--- config.mk ---
export PLATFORM = sky130hd
export DESIGN_NAME = vram_arbiter
export DESIGN_NICKNAME = d
export VERILOG_FILES = /design/src/rtl/vram_arbiter.sv
export SDC_FILE = /design/constraint.sdc
export NUM_CORES = 1
export LEC_CHECK = 0
export ABC_AREA = 0
export BUFFER_PORTS_ARGS = -buffer_cell sky130_fd_sc_hd__buf_4
export CORE_MARGIN = 5
export CORE_UTILIZATION = 60
export DETAILED_ROUTE_END_ITERATION = 10
export PLACE_DENSITY_LB_ADDON = 0.08
export SLEW_MARGIN = 5
export SYNTH_ARGS = -nofsm -noshare
export SYNTH_HDL_FRONTEND = slang
export SYNTH_SLANG_ARGS = --single-unit
export TNS_END_PERCENT = 20
--- constraint.sdc ---
create_clock -name clk -period 4.34 [get_ports clk]
set_input_delay 0.651 -clock clk [delete_from_list [all_inputs] [get_ports clk]]
set_output_delay 0.651 -clock clk [all_outputs]
set_load 0.01 [all_outputs]
--- src/rtl/vram_arbiter.sv ---
// Shares one single-port image BRAM between the VGA scan-out reader
// (always wins) and a FIFO-buffered loader whose writes drain when no pixel is read.
//
// Ports:
//   clk, rst (sync, active-low)
//   pix_req/pix_addr    : display read request (never stalled)
//   pix_valid/pix_data  : returned pixel, 0 when not valid
//   wr_valid/wr_ready/wr_addr/wr_data : loader write handshake
//   mem_en/mem_we/mem_addr/mem_wdata/mem_rdata : registered BRAM port
//   fifo_level          : buffered writes
//   stall_cnt           : saturating count of blocked write cycles
module vram_arbiter #(
  parameter int ADDR_W     = 18,
  parameter int DATA_W     = 12,
  parameter int FIFO_DEPTH = 4,
  parameter int MEM_LAT    = 1
) (
  input  logic                          clk,
  input  logic                          rst,
  input  logic                          pix_req,
  input  logic [ADDR_W-1:0]             pix_addr,
  output logic                          pix_valid,
  output logic [DATA_W-1:0]             pix_data,
  input  logic                          wr_valid,
  output logic                          wr_ready,
  input  logic [ADDR_W-1:0]             wr_addr,
  input  logic [DATA_W-1:0]             wr_data,
  output logic                          mem_en,
  output logic                          mem_we,
  output logic [ADDR_W-1:0]             mem_addr,
  output logic [DATA_W-1:0]             mem_wdata,
  input  logic [DATA_W-1:0]             mem_rdata,
  output logic [$clog2(FIFO_DEPTH):0]   fifo_level,
  output logic [15:0]                   stall_cnt
);

  localparam int PW = $clog2(FIFO_DEPTH);
  localparam int LW = PW + 1;
  localparam logic [PW:0] LVL_FULL = LW'(FIFO_DEPTH);

  logic [ADDR_W-1:0] r_faddr [FIFO_DEPTH];
  logic [DATA_W-1:0] r_fdata [FIFO_DEPTH];
  logic [PW:0]       r_wptr;
  logic [PW:0]       r_rptr;
  logic [MEM_LAT:0]  r_tag;
  logic              r_mem_en;
  logic              r_mem_we;
  logic [ADDR_W-1:0] r_mem_addr;
  logic [DATA_W-1:0] r_mem_wdata;
  logic              r_pix_valid;
  logic [DATA_W-1:0] r_pix_data;
  logic [15:0]       r_stall;

  logic [PW:0]       w_level;
  logic              w_empty;
  logic              w_push;
  logic              w_gnt_rd;
  logic              w_gnt_wr;

  // Pointers carry one extra bit so full and empty differ.
  assign w_level  = r_wptr - r_rptr;
  assign w_empty  = (w_level == '0);
  assign wr_ready = rst & (w_level < LVL_FULL);
  assign w_push   = wr_valid & wr_ready;
  assign w_gnt_rd = pix_req;
  assign w_gnt_wr = ~pix_req & ~w_empty;

  always_ff @(posedge clk) begin
    if (w_push) begin
      r_faddr[r_wptr[PW-1:0]] <= wr_addr;
      r_fdata[r_wptr[PW-1:0]] <= wr_data;
    end
  end

  always_ff @(posedge clk) begin
    if (!rst) begin
      r_wptr      <= '0;
      r_rptr      <= '0;
      r_tag       <= '0;
      r_mem_en    <= 1'b0;
      r_mem_we    <= 1'b0;
      r_mem_addr  <= '0;
      r_mem_wdata <= '0;
      r_pix_valid <= 1'b0;
      r_pix_data  <= '0;
      r_stall     <= '0;
    end else begin
      if (w_push)
        r_wptr <= r_wptr + 1'b1;
      if (w_gnt_wr)
        r_rptr <= r_rptr + 1'b1;
      // Tag bit k marks a read whose command went out k cycles ago.
      r_tag <= {r_tag[MEM_LAT-1:0], w_gnt_rd};
      if (w_gnt_rd) begin
        r_mem_en   <= 1'b1;
        r_mem_we   <= 1'b0;
        r_mem_addr <= pix_addr;
      end else if (w_gnt_wr) begin
        r_mem_en    <= 1'b1;
        r_mem_we    <= 1'b1;
        r_mem_addr  <= r_faddr[r_rptr[PW-1:0]];
        r_mem_wdata <= r_fdata[r_rptr[PW-1:0]];
      end else begin
        r_mem_en <= 1'b0;
        r_mem_we <= 1'b0;
      end
      r_pix_valid <= r_tag[MEM_LAT];
      r_pix_data  <= r_tag[MEM_LAT] ? mem_rdata : '0;
      if (wr_valid && !wr_ready && r_stall != 16'hFFFF)
        r_stall <= r_stall + 16'd1;
    end
  end

  assign mem_en     = r_mem_en;
  assign mem_we     = r_mem_we;
  assign mem_addr   = r_mem_addr;
  assign mem_wdata  = r_mem_wdata;
  assign pix_valid  = r_pix_valid;
  assign pix_data   = r_pix_data;
  assign fifo_level = w_level;
  assign stall_cnt  = r_stall;

endmodule

==> results.md, run 1 <==
• complete, no violations — outcome
• 5.82 — vias per cell
• 765 — # fillers
• r_faddr[1][8]$_DFFE_PP_ — Worst Hold Path EP
• 21.3% — total track usage
• sky130_fd_sc_hd__edfxtp_1 (50%), sky130_fd_sc_hd__dfxtp_1 (20%), sky130_fd_sc_hd__mux4_2 (9.3%) — dominant cells by area after synthesis
• 17 — number of buffers inserted during clock tree synthesis
• 0 — MaxCap Viol Count
• 191 — flop and latch count out of synthesis
• 0.0119 mm2 — Std-Cell Core Area
• sky130_fd_sc_hd__dfxtp_1 — standard cell with the maximum stage delay on the critical path
• 3.69 ns — required time of the critical path
• 14.7 mm — DRT Wirelength
• 0 — post-CTS resize count
• 0 — hold-fix buffers at CTS
• 68.0% — part of the cycle the worst path needs
• 0 — Yosys warning count
• 1.46 ns — minimum setup slack among reg-to-reg paths
• 39.6% — worst max-slew margin expressed relative to the limit
• 0.873 — gpl congestion
• 570 mW/mm2 — power density over cell area
• sky130_fd_sc_hd__edfxtp_1 — dominant cell by count in the synthesized netlist
• 60.9% — effective utilization at floorplan
• 0 — initial antenna violation count
• 0 — number of pins exceeding their max-slew limit in the final report
• 1 — instance count along the most critical hold path
• 0 ns — Setup TNS
• 0.00891 mm2 — cell area after layout
• r_rptr[1]$_SDFFE_PN0P_ — Crit Reg-Reg Startpoint
• 129 — I/O pin count
• 325 — DRC marker count from the first detailed-route iteration
• 545 — net count of the mapped netlist
• 473 — cell count after synthesis
• 19.4 um — per-cell routed wire length
• 0.00208 mm2 — total area of multi-input combinational cells
• 0.00502 mm2 — Sequential Area
• 15 — CP max FO
• 673 — Final Net Count
• 0.06 ns — Clk pin slew, worst setup/hold paths
• wr_addr[8] — source of the worst hold timing path
• yes — CTS tree
• in -> reg — worst hold path type
• 0.56 ns — crit-path max cell delay
• 15.3 um2 — synthesized area divided by synthesized cell count
• 4429 — via count
• 9.41 mm — placed wire-length estimate after detailed placement
• 2.95 ns — post-layout min period
• 40 — Distinct cells, synth
• r_fdata[1][3]$_DFFE_PP_ — Critical R2R Capture
• 0 — Remaining DRCs
• 0% — fraction of registers with async set or reset after synthesis
• 5 — count of cells along the worst register-to-register path
• 0 — number of buffers inserted to repair setup after CTS
• 0 — Antenna Cells
• 120 um — Die Span Y
• 0.00726 ns — Clock Skew
• 2 — worst-case clock buffer depth
• false — RSZ-0062 raised after global routing
• 23.2 mm — wire length of the first global-routing pass
• sky130_fd_sc_hd__clkbuf_16 — clock root buffer master
• fa_1 -> xnor3_2 -> inv_4 -> nor2_1 -> buf_4 — worst path cell trace
• 128 — count of buffers inserted at the top-level ports
• 120 um — die outline width
• reg -> out — kind of critical path
• 22.9% — area growth from synthesis to layout
• 0.00834 mm2 — placed cell area
• 0 — total count of hold-check failures in the final report
• 0.00725 mm2 — Cell Area, Synth
• primary output — Worst Setup End Kind
• 33.1% — share of final-layout standard cells stronger than drive strength 1
• 4355 — via count of the first global-routing pass
• sky130_fd_sc_hd__edfxtp_1 — top_reg_cell synth
• 0.0144 mm2 — Die Footprint
• 0 — endpoints failing setup
• 0.298 mV — IR drop worst, VDD
• 4 — CTS H-tree depth
• 69.3% — share of synthesized area occupied by flip-flops and latches
• sky130_fd_sc_hd__edfxtp_1 — biggest area consumer among synthesized cells
• register — Critical Path Start Type
• 49.7% — share of the synthesized area in the top cell type
• sky130_fd_sc_hd__edfxtp_1 (120), sky130_fd_sc_hd__dfxtp_1 (71), sky130_fd_sc_hd__a21oi_1 (41), sky130_fd_sc_hd__nand2_1 (39), sky130_fd_sc_hd__mux4_2 (30) — commonest cells in the netlist
• 0.42 ns — clock latency of the later-clocked register in the worst-skew pair
• 120 — number of flops mapped to enable cells by yosys
• 4 — 1st-pass router iterations
• 3.32 nW — Static Leakage
• 339 MHz — achievable frequency
• 0 — antenna-violating nets left
• 51 — largest net degree at the start of global routing
• 0 — aggregate global routing overflow
• 40 — Cell Rows
• 191 — clk sinks
• 2.30 ns — data arrival time at the worst-slack endpoint
• 0.904 ns — Worst Tran Pin Value
## stage by stage
step / hold WS, ns / worst slack [ns] / utilization, % / power (mW) / instances
3_5_place_dp: 0.438 / 1.45 / 70.0 / 3.65 / 729
5_1_grt: 0.412 / 1.26 / 74.8 / 5.32 / 761
4_1_cts: 0.408 / 1.38 / 74.7 / 5.12 / 761
6_report: 0.427 / 1.39 / 74.8 / 5.08 / 761
3_3_place_gp: 0.422 / 1.60 / 70.0 / 3.60 / 729
2_1_floorplan: 0.412 / 1.48 / - / 3.18 / 473
## kinds of logic after synthesis
kind of cell	share of synthesized area [%]
buf+inv	2.36
flops	69.3
compound gates	6.28
simple gates	7.40
xor+xnor	0.569
mux	12.6
fa+ha+maj	1.48
## flip-flops by register name, indices dropped and copies added (netlist names), named ones only
| signal | cells |
|---|---|
| r_faddr | 72 |
| r_fdata | 48 |
| mem_addr | 18 |
| stall_cnt | 16 |
| mem_wdata | 12 |
| pix_data | 12 |
| r_rptr | 3 |
| r_wptr | 3 |
| r_tag | 2 |
| mem_en | 1 |
| mem_we | 1 |
| pix_valid | 1 |
## area by class of cell
cell class | instances | area share [%]
repair buffers | 135 | 11.4
clock inverters | 11 | 1.29
flip-flops and latches | 191 | 56.4
clock buffers | 21 | 5.05
multi-input cells | 244 | 23.3
inverters | 12 | 0.534
well taps | 147 | 2.06
## layout by cell type, fill, tap and decap left out, types with 3 or more instances in the layout
master | synthesis | final
sky130_fd_sc_hd__ha_1 | 7 | 7
sky130_fd_sc_hd__nand2b_1 | 3 | 3
sky130_fd_sc_hd__nand3_1 | 8 | 8
sky130_fd_sc_hd__nand2_1 | 39 | 39
sky130_fd_sc_hd__or4_1 | 7 | 7
sky130_fd_sc_hd__nand4_1 | 5 | 5
sky130_fd_sc_hd__mux4_2 | 30 | 30
sky130_fd_sc_hd__nor2_1 | 6 | 6
sky130_fd_sc_hd__and4_1 | 3 | 3
sky130_fd_sc_hd__and3_2 | 0 | 4
sky130_fd_sc_hd__o31ai_1 | 8 | 8
sky130_fd_sc_hd__and3_1 | 16 | 12
sky130_fd_sc_hd__o21ai_0 | 21 | 21
sky130_fd_sc_hd__clkinv_2 | 0 | 3
sky130_fd_sc_hd__mux2i_1 | 24 | 24
sky130_fd_sc_hd__clkbuf_16 | 0 | 17
sky130_fd_sc_hd__clkbuf_1 | 16 | 3
sky130_fd_sc_hd__nor4_1 | 5 | 5
sky130_fd_sc_hd__dfxtp_1 | 71 | 71
sky130_fd_sc_hd__buf_4 | 1 | 135
sky130_fd_sc_hd__a21oi_1 | 41 | 41
sky130_fd_sc_hd__inv_1 | 11 | 11
sky130_fd_sc_hd__edfxtp_1 | 120 | 120
## worst max path at each step
stage | endpoint | start | slack, ns | depth (start not counted)
2_1_floorplan | r_faddr[3][0]$_DFFE_PP_ | r_wptr[0]$_SDFFE_PN0P_ | 1.48 | 7
3_3_place_gp | r_fdata[3][5]$_DFFE_PP_ | r_rptr[1]$_SDFFE_PN0P_ | 1.60 | 5
3_5_place_dp | r_fdata[3][6]$_DFFE_PP_ | r_rptr[1]$_SDFFE_PN0P_ | 1.45 | 5
4_1_cts | wr_ready | r_wptr[0]$_SDFFE_PN0P_ | 1.38 | 7
5_1_grt | wr_ready | r_rptr[1]$_SDFFE_PN0P_ | 1.26 | 5
6_report | wr_ready | r_rptr[1]$_SDFFE_PN0P_ | 1.39 | 5
## worst max-delay path: cells and delay by family, from the launching register on
kind                     cells  cell delay, ns
buffers and inverters        2            0.27
flip-flops                   1            0.56
AND/OR/NAND/NOR              1            0.25
adder cells (fa/ha/maj)      1            0.52
XOR/XNOR                     1            0.28
## power by group
| part | total (mW) | internal [mW] | switching, mW | leakage [nW] |
|---|---|---|---|---|
| combinational | 1.36 | 0.664 | 0.694 | 1.38 |
| sequential | 2.24 | 2.12 | 0.122 | 1.67 |
| clock | 1.49 | 0.859 | 0.626 | 0.272 |
| total | 5.08 | 3.64 | 1.44 | 3.32 |
## metal layers
metal	routed length, um	global-route usage [%]	vias up
met1	5960	26.3	2201
met3	781	4.85	15
li1	-	-	2080
met2	7810	37.2	133
met5	0	0	-
met4	193	6.87	0
Note: power is estimated with default switching activity, not from simulation.
==> run 2, diff against run 1 <==
--- a/config.mk
+++ b/config.mk
@@ -5,10 +5,10 @@
 export SDC_FILE = /design/constraint.sdc
 export NUM_CORES = 1
 export LEC_CHECK = 0
-export ABC_AREA = 0
+export ABC_AREA = 1
 export BUFFER_PORTS_ARGS = -buffer_cell sky130_fd_sc_hd__buf_4
 export CORE_MARGIN = 5
-export CORE_UTILIZATION = 60
+export CORE_UTILIZATION = 56
 export DETAILED_ROUTE_END_ITERATION = 10
 export PLACE_DENSITY_LB_ADDON = 0.08
 export SLEW_MARGIN = 5
==> constraint.sdc (replaced) <==
create_clock -name clk -period 2.8 [get_ports clk]
set_input_delay 0.42 -clock clk [delete_from_list [all_inputs] [get_ports clk]]
set_output_delay 0.42 -clock clk [all_outputs]
set_load 0.01 [all_outputs]
==> results.md, run 2 <==
• 9.67% — synthesized-area fraction occupied by ao, oa, aoi and oai cells, was 6.28%
• 0.00679 ns — Clock Skew, was 0.00726 ns
• 41.3% — Seq pwr share, was 44.1%
• 0% — fraction of registers with async set or reset after synthesis, unchanged
• reg -> reg — kind of critical path, was reg -> out
• 7.92 mm — routed length on met2, was 7.81 mm
• register — Critical Path Start Type, unchanged
• yes — CTS tree, unchanged
• wr_data[3] — source of the worst hold timing path, was wr_addr[8]
• 391 MHz — achievable frequency
• 2.89 ns — required time of the critical path, was 3.69 ns
• 0 — Yosys warning count, unchanged
• 5493 — via count of the first global-routing pass, was 4355
• 0.00768 mm2 — Cell Area, Synth, was 0.00725 mm2
• 5656 — via count, was 4429
• 27 — Distinct cells, synth, was 40
• 1012 — # fillers, was 765
• 0 — Remaining DRCs, unchanged
• 129 — I/O pin count, unchanged
• sky130_fd_sc_hd__nor2_1 (198), sky130_fd_sc_hd__nand2_1 (128), sky130_fd_sc_hd__edfxtp_1 (120), sky130_fd_sc_hd__o21ai_0 (102), sky130_fd_sc_hd__dfxtp_1 (71) — commonest cells in the netlist, was sky130_fd_sc_hd__edfxtp_1 (120), sky130_fd_sc_hd__dfxtp_1 (71), sky130_fd_sc_hd__a21oi_1 (41), sky130_fd_sc_hd__nand2_1 (39), sky130_fd_sc_hd__mux4_2 (30)
• 0 — number of buffers inserted to repair setup after CTS, unchanged
• 0 — Antenna Cells, unchanged
• 1.10 mm — total length of routed met3 wires, was 781 um
• 70.6% — final core utilization, was 74.8%
• 0 — antenna-violating nets left, unchanged
• sky130_fd_sc_hd__nor2_1 — leading cell type in the layout, fill and taps excluded, was sky130_fd_sc_hd__buf_4
• 37.9% — worst max-slew margin expressed relative to the limit, was 39.6%
• 5 — 1st-pass router iterations, was 4
• 0 — hold-fix buffers at CTS, unchanged
• 19.7% — share of final-layout standard cells stronger than drive strength 1, was 33.1%
• 859 — net count of the mapped netlist, was 545
• 0.38 ns — crit-path max cell delay, was 0.56 ns
• 0.912% — XOR/XNOR share of the synthesized area, was 0.569%
• 46.9% — share of the synthesized area in the top cell type, was 49.7%
• 0 ns — Setup TNS, unchanged
• 0 — endpoints failing setup, unchanged
• 0 — number of pins exceeding their max-slew limit in the final report, unchanged
• 91.4% — part of the cycle the worst path needs
• sky130_fd_sc_hd__nor2_1 (194), sky130_fd_sc_hd__buf_4 (143), sky130_fd_sc_hd__nand2_1 (128) — top library cells by usage in the layout, fill and taps aside, was sky130_fd_sc_hd__buf_4 (135), sky130_fd_sc_hd__edfxtp_1 (120), sky130_fd_sc_hd__dfxtp_1 (71)
• 57.6% — effective utilization at floorplan, was 60.9%
• 985 — Final Net Count, was 673
• 127 um — Die Span Y, was 120 um
• 9 — count of cells along the worst register-to-register path, was 5
• 17.9% — simple-gate area share of the yosys netlist, was 7.40%
• 5.13 — vias per cell, was 5.82
• 0.24 ns — minimum setup slack among reg-to-reg paths, was 1.46 ns
• simple AND/OR/NAND/NOR gates — largest family of logic cells by synthesized area, was multiplexers
• 787 — cell count after synthesis, was 473
• 0% — mux cell area share after synthesis, was 12.6%
• 1.40% — share of synthesized cell area in full adder, half adder and majority cells, was 1.48%
• sky130_fd_sc_hd__clkbuf_16 — clock root buffer master, unchanged
• 2.78 mW — total net switching power, was 1.44 mW
• 908 mW/mm2 — power density over cell area, was 570 mW/mm2
• 3.83 nW — Static Leakage, was 3.32 nW
• 0.0162 mm2 — Die Footprint, was 0.0144 mm2
• 9.76 um2 — synthesized area divided by synthesized cell count, was 15.3 um2
• r_fdata[3][1]$_DFFE_PP_ — Critical R2R Capture, was r_fdata[1][3]$_DFFE_PP_
• 42 — Cell Rows, was 40
• 375 — DRC marker count from the first detailed-route iteration, was 325
• 22.6% — area growth from synthesis to layout, was 22.9%
• 127 um — die outline width, was 120 um
• 7.42 mm — Routed met1 length, was 5.96 mm
• r_fdata[0][3]$_DFFE_PP_ — Worst Hold Path EP, was r_faddr[1][8]$_DFFE_PP_
• 0.06 ns — Clk pin slew, worst setup/hold paths, about the same
• false — RSZ-0062 raised after global routing, unchanged
• complete, no violations — outcome, unchanged
• 20 — CP max FO, was 15
• 120 — number of flops mapped to enable cells by yosys, unchanged
• 1 — instance count along the most critical hold path, unchanged
• 65.4% — share of synthesized area occupied by flip-flops and latches, was 69.3%
• 0.0133 mm2 — Std-Cell Core Area, was 0.0119 mm2
• 2.56 ns — post-layout min period
• 27.6% — clock network fraction of total power, was 29.2%
• 31.1% — power share of the combinational group, was 26.7%
• 72 — flip-flop count of the largest register, all copies and words added, unchanged
• sky130_fd_sc_hd__edfxtp_1 — top_reg_cell synth, unchanged
• 0 — MaxCap Viol Count, unchanged
• 191 — flop and latch count out of synthesis, unchanged
• 0.636 mV — IR drop worst, VDD, was 0.298 mV
• 32.5% — switching power share of the total, was 28.4%
• in -> reg — worst hold path type, unchanged
• 0.42 ns — clock latency of the later-clocked register in the worst-skew pair, about the same
• 38 — largest net degree at the start of global routing, was 51
• met4 — uppermost layer routed, unchanged
• 16.6 mm — DRT Wirelength, was 14.7 mm
• register — Worst Setup End Kind, was primary output
• 2 — worst-case clock buffer depth, unchanged
• 0 — initial antenna violation count, unchanged
• 191 — clk sinks, unchanged
• sky130_fd_sc_hd__edfxtp_1 — biggest area consumer among synthesized cells, unchanged
• 128 — count of buffers inserted at the top-level ports, unchanged
• sky130_fd_sc_hd__edfxtp_1 (47%), sky130_fd_sc_hd__dfxtp_1 (18%), sky130_fd_sc_hd__nor2_1 (9.7%) — dominant cells by area after synthesis, was sky130_fd_sc_hd__edfxtp_1 (50%), sky130_fd_sc_hd__dfxtp_1 (20%), sky130_fd_sc_hd__mux4_2 (9.3%)
• 5.78 mW — Pint, was 3.64 mW
• 21.2% — total track usage, was 21.3%
• 2.65 ns — data arrival time at the worst-slack endpoint, was 2.30 ns
• 0.925 ns — Worst Tran Pin Value, was 0.904 ns
• 0.202 ns — final hold slack, was 0.427 ns
• 0 — total count of hold-check failures in the final report, unchanged
• 10.9 mm — placed wire-length estimate after detailed placement, was 9.41 mm
• 27.2 mm — wire length of the first global-routing pass, was 23.2 mm
• 4 — CTS H-tree depth, unchanged
• inv_1 -> ha_1 -> fa_1 -> nand3_1 -> nand3_2 -> nor2_1 -> inv_2 -> nor2_4 -> buf_4 — worst path cell trace, was fa_1 -> xnor3_2 -> inv_4 -> nor2_1 -> buf_4
• sky130_fd_sc_hd__dfxtp_1 — standard cell with the maximum stage delay on the critical path, unchanged
• 0 — aggregate global routing overflow, unchanged
• 0 — post-CTS resize count, unchanged
• sky130_fd_sc_hd__nor2_1 — dominant cell by count in the synthesized netlist, was sky130_fd_sc_hd__edfxtp_1
• 15.1 um — per-cell routed wire length, was 19.4 um
• 17 — number of buffers inserted during clock tree synthesis, unchanged
• 0.883 — gpl congestion, was 0.873
• r_wptr[0]$_SDFFE_PN0P_ — Crit Reg-Reg Startpoint, was r_rptr[1]$_SDFFE_PN0P_
run 2: changes by cell type in the layout (fill, tap and decap cells not counted), moves of 12 or more:
cell                       previous run  this run
sky130_fd_sc_hd__and3_1              12         0
sky130_fd_sc_hd__nand2_1             39       128
sky130_fd_sc_hd__mux4_2              30         0
sky130_fd_sc_hd__o21bai_1             0        13
sky130_fd_sc_hd__nor2_1               6       194
sky130_fd_sc_hd__a21oi_1             41        18
sky130_fd_sc_hd__mux2i_1             24         0
sky130_fd_sc_hd__o21ai_0             21       102
sky130_fd_sc_hd__inv_1               11        45
run 2: layout make-up:
type                    count  area, um2  area share, %
clock buffers              24        462           4.90
flip-flops and latches    191       5020           53.3
well taps                 176        220           2.34
repair buffers            143       1070           11.4
inverters                  51        194           2.06
clock inverters             8        115           1.22
multi-input cells         509       2330           24.7
run 2: cells by family after synthesis:
kind of cell             Yosys count
AO/OA/AOI/OAI                    142
adder cells (fa/ha/maj)            8
flip-flops                       191
AND/OR/NAND/NOR                  351
buffers and inverters             87
XOR/XNOR                           8
run 2: worst max-delay path, delay by kind of cell (launching register included):
kind / cells / cell delay, ns
adder cells (fa/ha/maj): 2 / 0.60
AND/OR/NAND/NOR: 4 / 0.62
buffers and inverters: 3 / 0.61
flip-flops: 1 / 0.38
run 2: worst max-delay path by stage:
stage / from / endpoint / cells past startpoint
after floorplan: r_wptr[0]$_SDFFE_PN0P_ / r_faddr[0][0]$_DFFE_PP_ / 8
after global placement: r_wptr[0]$_SDFFE_PN0P_ / r_fdata[0][6]$_DFFE_PP_ / 9
after detailed placement: r_wptr[0]$_SDFFE_PN0P_ / r_fdata[3][7]$_DFFE_PP_ / 9
after CTS: r_wptr[0]$_SDFFE_PN0P_ / r_faddr[3][4]$_DFFE_PP_ / 9
after global routing: r_wptr[0]$_SDFFE_PN0P_ / stall_cnt[0]$_SDFFE_PN0P_ / 11
final: r_wptr[0]$_SDFFE_PN0P_ / r_fdata[3][1]$_DFFE_PP_ / 9
run 2: power groups by stage:
stage	clock network (mW)	logic [mW]	registers, mW
finish	2.36	2.66	3.54
global route	2.53	3.03	3.57
CTS	2.40	2.70	3.54
detailed placement	0	2.68	3.59
global placement	0	2.61	3.58
floorplan	0	1.62	3.68
run 2: metal layers:
metal  up-vias  GRT usage (%)
li1       2846              -
met1      2628           28.0
met2       170           35.2
met3        12           4.92
met4         0           6.56
met5         -              0
run 2: through the flow:
| stage | instance area, um2 | std cells | total power, mW | worst slack, ns |
|---|---|---|---|---|
| after floorplan | 7690 | 787 | 5.30 | -0.0425 |
| after global placement | 8840 | 1070 | 6.19 | 0.295 |
| after detailed placement | 8840 | 1070 | 6.27 | 0.140 |
| after CTS | 9420 | 1102 | 8.64 | 0.142 |
| after global routing | 9420 | 1102 | 9.14 | 0.0746 |
| final | 9420 | 1102 | 8.56 | 0.240 |
==> run 3, diff against run 2 <==
==> constraint.sdc (replaced) <==
create_clock -name clk -period 2.8 [get_ports clk]
set_input_delay 0.14 -clock clk [delete_from_list [all_inputs] [get_ports clk]]
set_output_delay 0.14 -clock clk [all_outputs]
set_load 0.01 [all_outputs]
==> results.md, run 3 (same netlist as run 2, synthesis figures left out) <==
• 0 — endpoints failing setup, unchanged
• 17 — number of buffers inserted during clock tree synthesis, unchanged
• 93.8% — part of the cycle the worst path needs, was 91.4%
• mem_addr[13]$_SDFFE_PN0P_ — Worst Hold Path EP, was r_fdata[0][3]$_DFFE_PP_
• 5 — instance count along the most critical hold path, was 1
• register — Critical Path Start Type, unchanged
• 3 — number of buffers and inverters on the critical path, unchanged
• 0.0162 mm2 — Die Footprint, unchanged
• 5803 — via count of the first global-routing pass, was 5493
• 11.0 mm — placed wire-length estimate after detailed placement, was 10.9 mm
• 40.7% — Seq pwr share, was 41.3%
• 5 — 1st-pass router iterations, unchanged
• 0 — number of buffers inserted to repair setup after CTS, unchanged
• 42 — Cell Rows, unchanged
• 32.2% — worst max-slew margin expressed relative to the limit, was 37.9%
• buffers and inverters — kind of cell adding the most delay to the critical path, was simple AND/OR/NAND/NOR gates
• in -> reg — worst hold path type, unchanged
• 0 — Antenna Cells, unchanged
• 127 um — Die Span Y, unchanged
• 31.4% — power share of the combinational group, was 31.1%
• 2.88 mW — total net switching power, was 2.78 mW
• 28.5 mm — wire length of the first global-routing pass, was 27.2 mm
• 8.68 mW — total chip power, was 8.56 mW
• sky130_fd_sc_hd__nor2_1 (194), sky130_fd_sc_hd__buf_4 (140), sky130_fd_sc_hd__nand2_1 (128) — top library cells by usage in the layout, fill and taps aside, was sky130_fd_sc_hd__nor2_1 (194), sky130_fd_sc_hd__buf_4 (143), sky130_fd_sc_hd__nand2_1 (128)
• sky130_fd_sc_hd__inv_1 — most frequent cell on the critical path
• 129 — I/O pin count, unchanged
• 4 — CTS H-tree depth, unchanged
• inv_1 -> ha_1 -> fa_1 -> nand3_1 -> nand3_2 -> nor2_1 -> inv_1 -> nor2_4 -> buf_4 — worst path cell trace, was inv_1 -> ha_1 -> fa_1 -> nand3_1 -> nand3_2 -> nor2_1 -> inv_2 -> nor2_4 -> buf_4
• 19.3% — share of final-layout standard cells stronger than drive strength 1, was 19.7%
• false — RSZ-0062 raised after global routing, unchanged
• 5.18 — vias per cell, was 5.13
• 0.17 ns — minimum setup slack among reg-to-reg paths, was 0.24 ns
• 381 MHz — achievable frequency, was 391 MHz
• 0 — initial antenna violation count, unchanged
• 2.63 ns — post-layout min period, was 2.56 ns
• 1025 — Final Net Count, was 985
• 882 mW/mm2 — power density over cell area, was 908 mW/mm2
• 72 — flip-flop count of the largest register, all copies and words added, unchanged
• 33.2% — switching power share of the total, was 32.5%
• 0 ns — Setup TNS, unchanged
• 22.2% — total track usage, was 21.2%
• 57.6% — effective utilization at floorplan, unchanged
• 0.39 ns — crit-path max cell delay, was 0.38 ns
• 9 — count of cells along the worst register-to-register path, unchanged
• 5.80 mW — Pint, was 5.78 mW
• sky130_fd_sc_hd__fa_1 — standard cell with the maximum stage delay on the critical path, was sky130_fd_sc_hd__dfxtp_1
• 0.00578 ns — Clock Skew, was 0.00679 ns
• r_fdata[0][8]$_DFFE_PP_ — Critical R2R Capture, was r_fdata[3][1]$_DFFE_PP_
• 5911 — via count, was 5656
• 0.0133 mm2 — Std-Cell Core Area, unchanged
• r_wptr[0]$_SDFFE_PN0P_ — Crit Reg-Reg Startpoint, unchanged
• 4.01 nW — Static Leakage, was 3.83 nW
• 0.886 — gpl congestion, was 0.883
• 73.8% — final core utilization, was 70.6%
• 17.6 mm — DRT Wirelength, was 16.6 mm
• reg -> reg — kind of critical path, unchanged
• 0.42 ns — clock latency of the later-clocked register in the worst-skew pair, about the same
• yes — CTS tree, unchanged
• 15.4 um — per-cell routed wire length, was 15.1 um
• 0.07 ns — Clk pin slew, worst setup/hold paths, was 0.06 ns
• pix_addr[13] — source of the worst hold timing path, was wr_data[3]
• complete, no violations — outcome, unchanged
• 2.73 ns — data arrival time at the worst-slack endpoint, was 2.65 ns
• 0 — aggregate global routing overflow, unchanged
• 2.90 ns — required time of the critical path, was 2.89 ns
• 0.0334 ns — final hold slack, was 0.202 ns
• 0 — MaxCap Viol Count, unchanged
• 0 — total count of hold-check failures in the final report, unchanged
• sky130_fd_sc_hd__nor2_1 — leading cell type in the layout, fill and taps excluded, unchanged
• 485 — DRC marker count from the first detailed-route iteration, was 375
• sky130_fd_sc_hd__clkbuf_16 — clock root buffer master, unchanged
• 38 — largest net degree at the start of global routing, unchanged
• 28.1% — area growth from synthesis to layout, was 22.6%
• 2 — worst-case clock buffer depth, unchanged
• 27.9% — clock network fraction of total power, was 27.6%
• 0 — antenna-violating nets left, unchanged
• 0 — Remaining DRCs, unchanged
• register — Worst Setup End Kind, unchanged
• 128 — count of buffers inserted at the top-level ports, unchanged
• 9 — path length in cells of the critical path, unchanged
• 1.02 ns — Worst Tran Pin Value, was 0.925 ns
• 127 um — die outline width, unchanged
• 20 — CP max FO, unchanged
• 0 — number of pins exceeding their max-slew limit in the final report, unchanged
• 0.502 mV — IR drop worst, VDD, was 0.636 mV
• 191 — clk sinks, unchanged
-- run 3: power by group through the flow --
stage	clock (mW)	sequential (mW)	combinational (mW)
after global placement	0	3.58	2.60
after CTS	2.45	3.54	2.74
after floorplan	0	3.68	1.62
after detailed placement	0	3.59	2.67
final	2.42	3.54	2.73
after global routing	2.60	3.57	3.08
-- run 3: how the worst max path moves through the flow --
| stage | start | to | slack, ns |
|---|---|---|---|
| after floorplan | r_wptr[0]$_SDFFE_PN0P_ | r_faddr[0][0]$_DFFE_PP_ | -0.04 |
| after global placement | r_wptr[0]$_SDFFE_PN0P_ | r_fdata[0][7]$_DFFE_PP_ | 0.30 |
| after detailed placement | r_wptr[0]$_SDFFE_PN0P_ | r_fdata[3][7]$_DFFE_PP_ | 0.11 |
| after CTS | r_wptr[0]$_SDFFE_PN0P_ | r_fdata[3][0]$_DFFE_PP_ | 0.11 |
| after global routing | r_wptr[0]$_SDFFE_PN0P_ | r_fdata[0][0]$_DFFE_PP_ | 0.008 |
| final | r_wptr[0]$_SDFFE_PN0P_ | r_fdata[0][8]$_DFFE_PP_ | 0.17 |
-- run 3: layer usage --
| layer | wire (um) | share of wire [%] | GRT usage (%) |
|---|---|---|---|
| met1 | 7660 | 43 | 28.7 |
| met4 | 275 | 1.6 | 7.32 |
| met3 | 1080 | 6.1 | 4.26 |
| met5 | 0 | 0 | 0 |
| met2 | 8610 | 49 | 37.9 |
-- run 3: what timing repair did --
| item | in CTS | in global routing |
|---|---|---|
| hold buffers | 42 | 0 |
| setup endpoints to repair | 0 | 20 |
| hold endpoints to repair | 132 | 0 |
| gates resized for setup | 0 | 1 |
-- run 3: worst min-delay path, cell delays in order --
cell,delay (ns)
sky130_fd_sc_hd__buf_4,0.08
sky130_fd_sc_hd__nand2_1,0.04
sky130_fd_sc_hd__nand2_1,0.05
sky130_fd_sc_hd__nor2_1,0.03
sky130_fd_sc_hd__nor2_1,0.08
-- run 3: area by class of cell --
cell class	instances	area [um2]
fillers	959	3500
inverters	51	194
clock inverters	14	165
multi-input cells	509	2330
clock buffers	18	429
well taps	176	220
repair buffers	183	1480
flip-flops and latches	191	5020
-- run 3: through the flow --
step	setup WS [ns]	instances	instance area, um2
global route	0.00828	1142	9850
global placement	0.297	1068	8830
detailed placement	0.106	1068	8830
floorplan	-0.0425	787	7690
finish	0.172	1142	9850
CTS	0.111	1142	9840
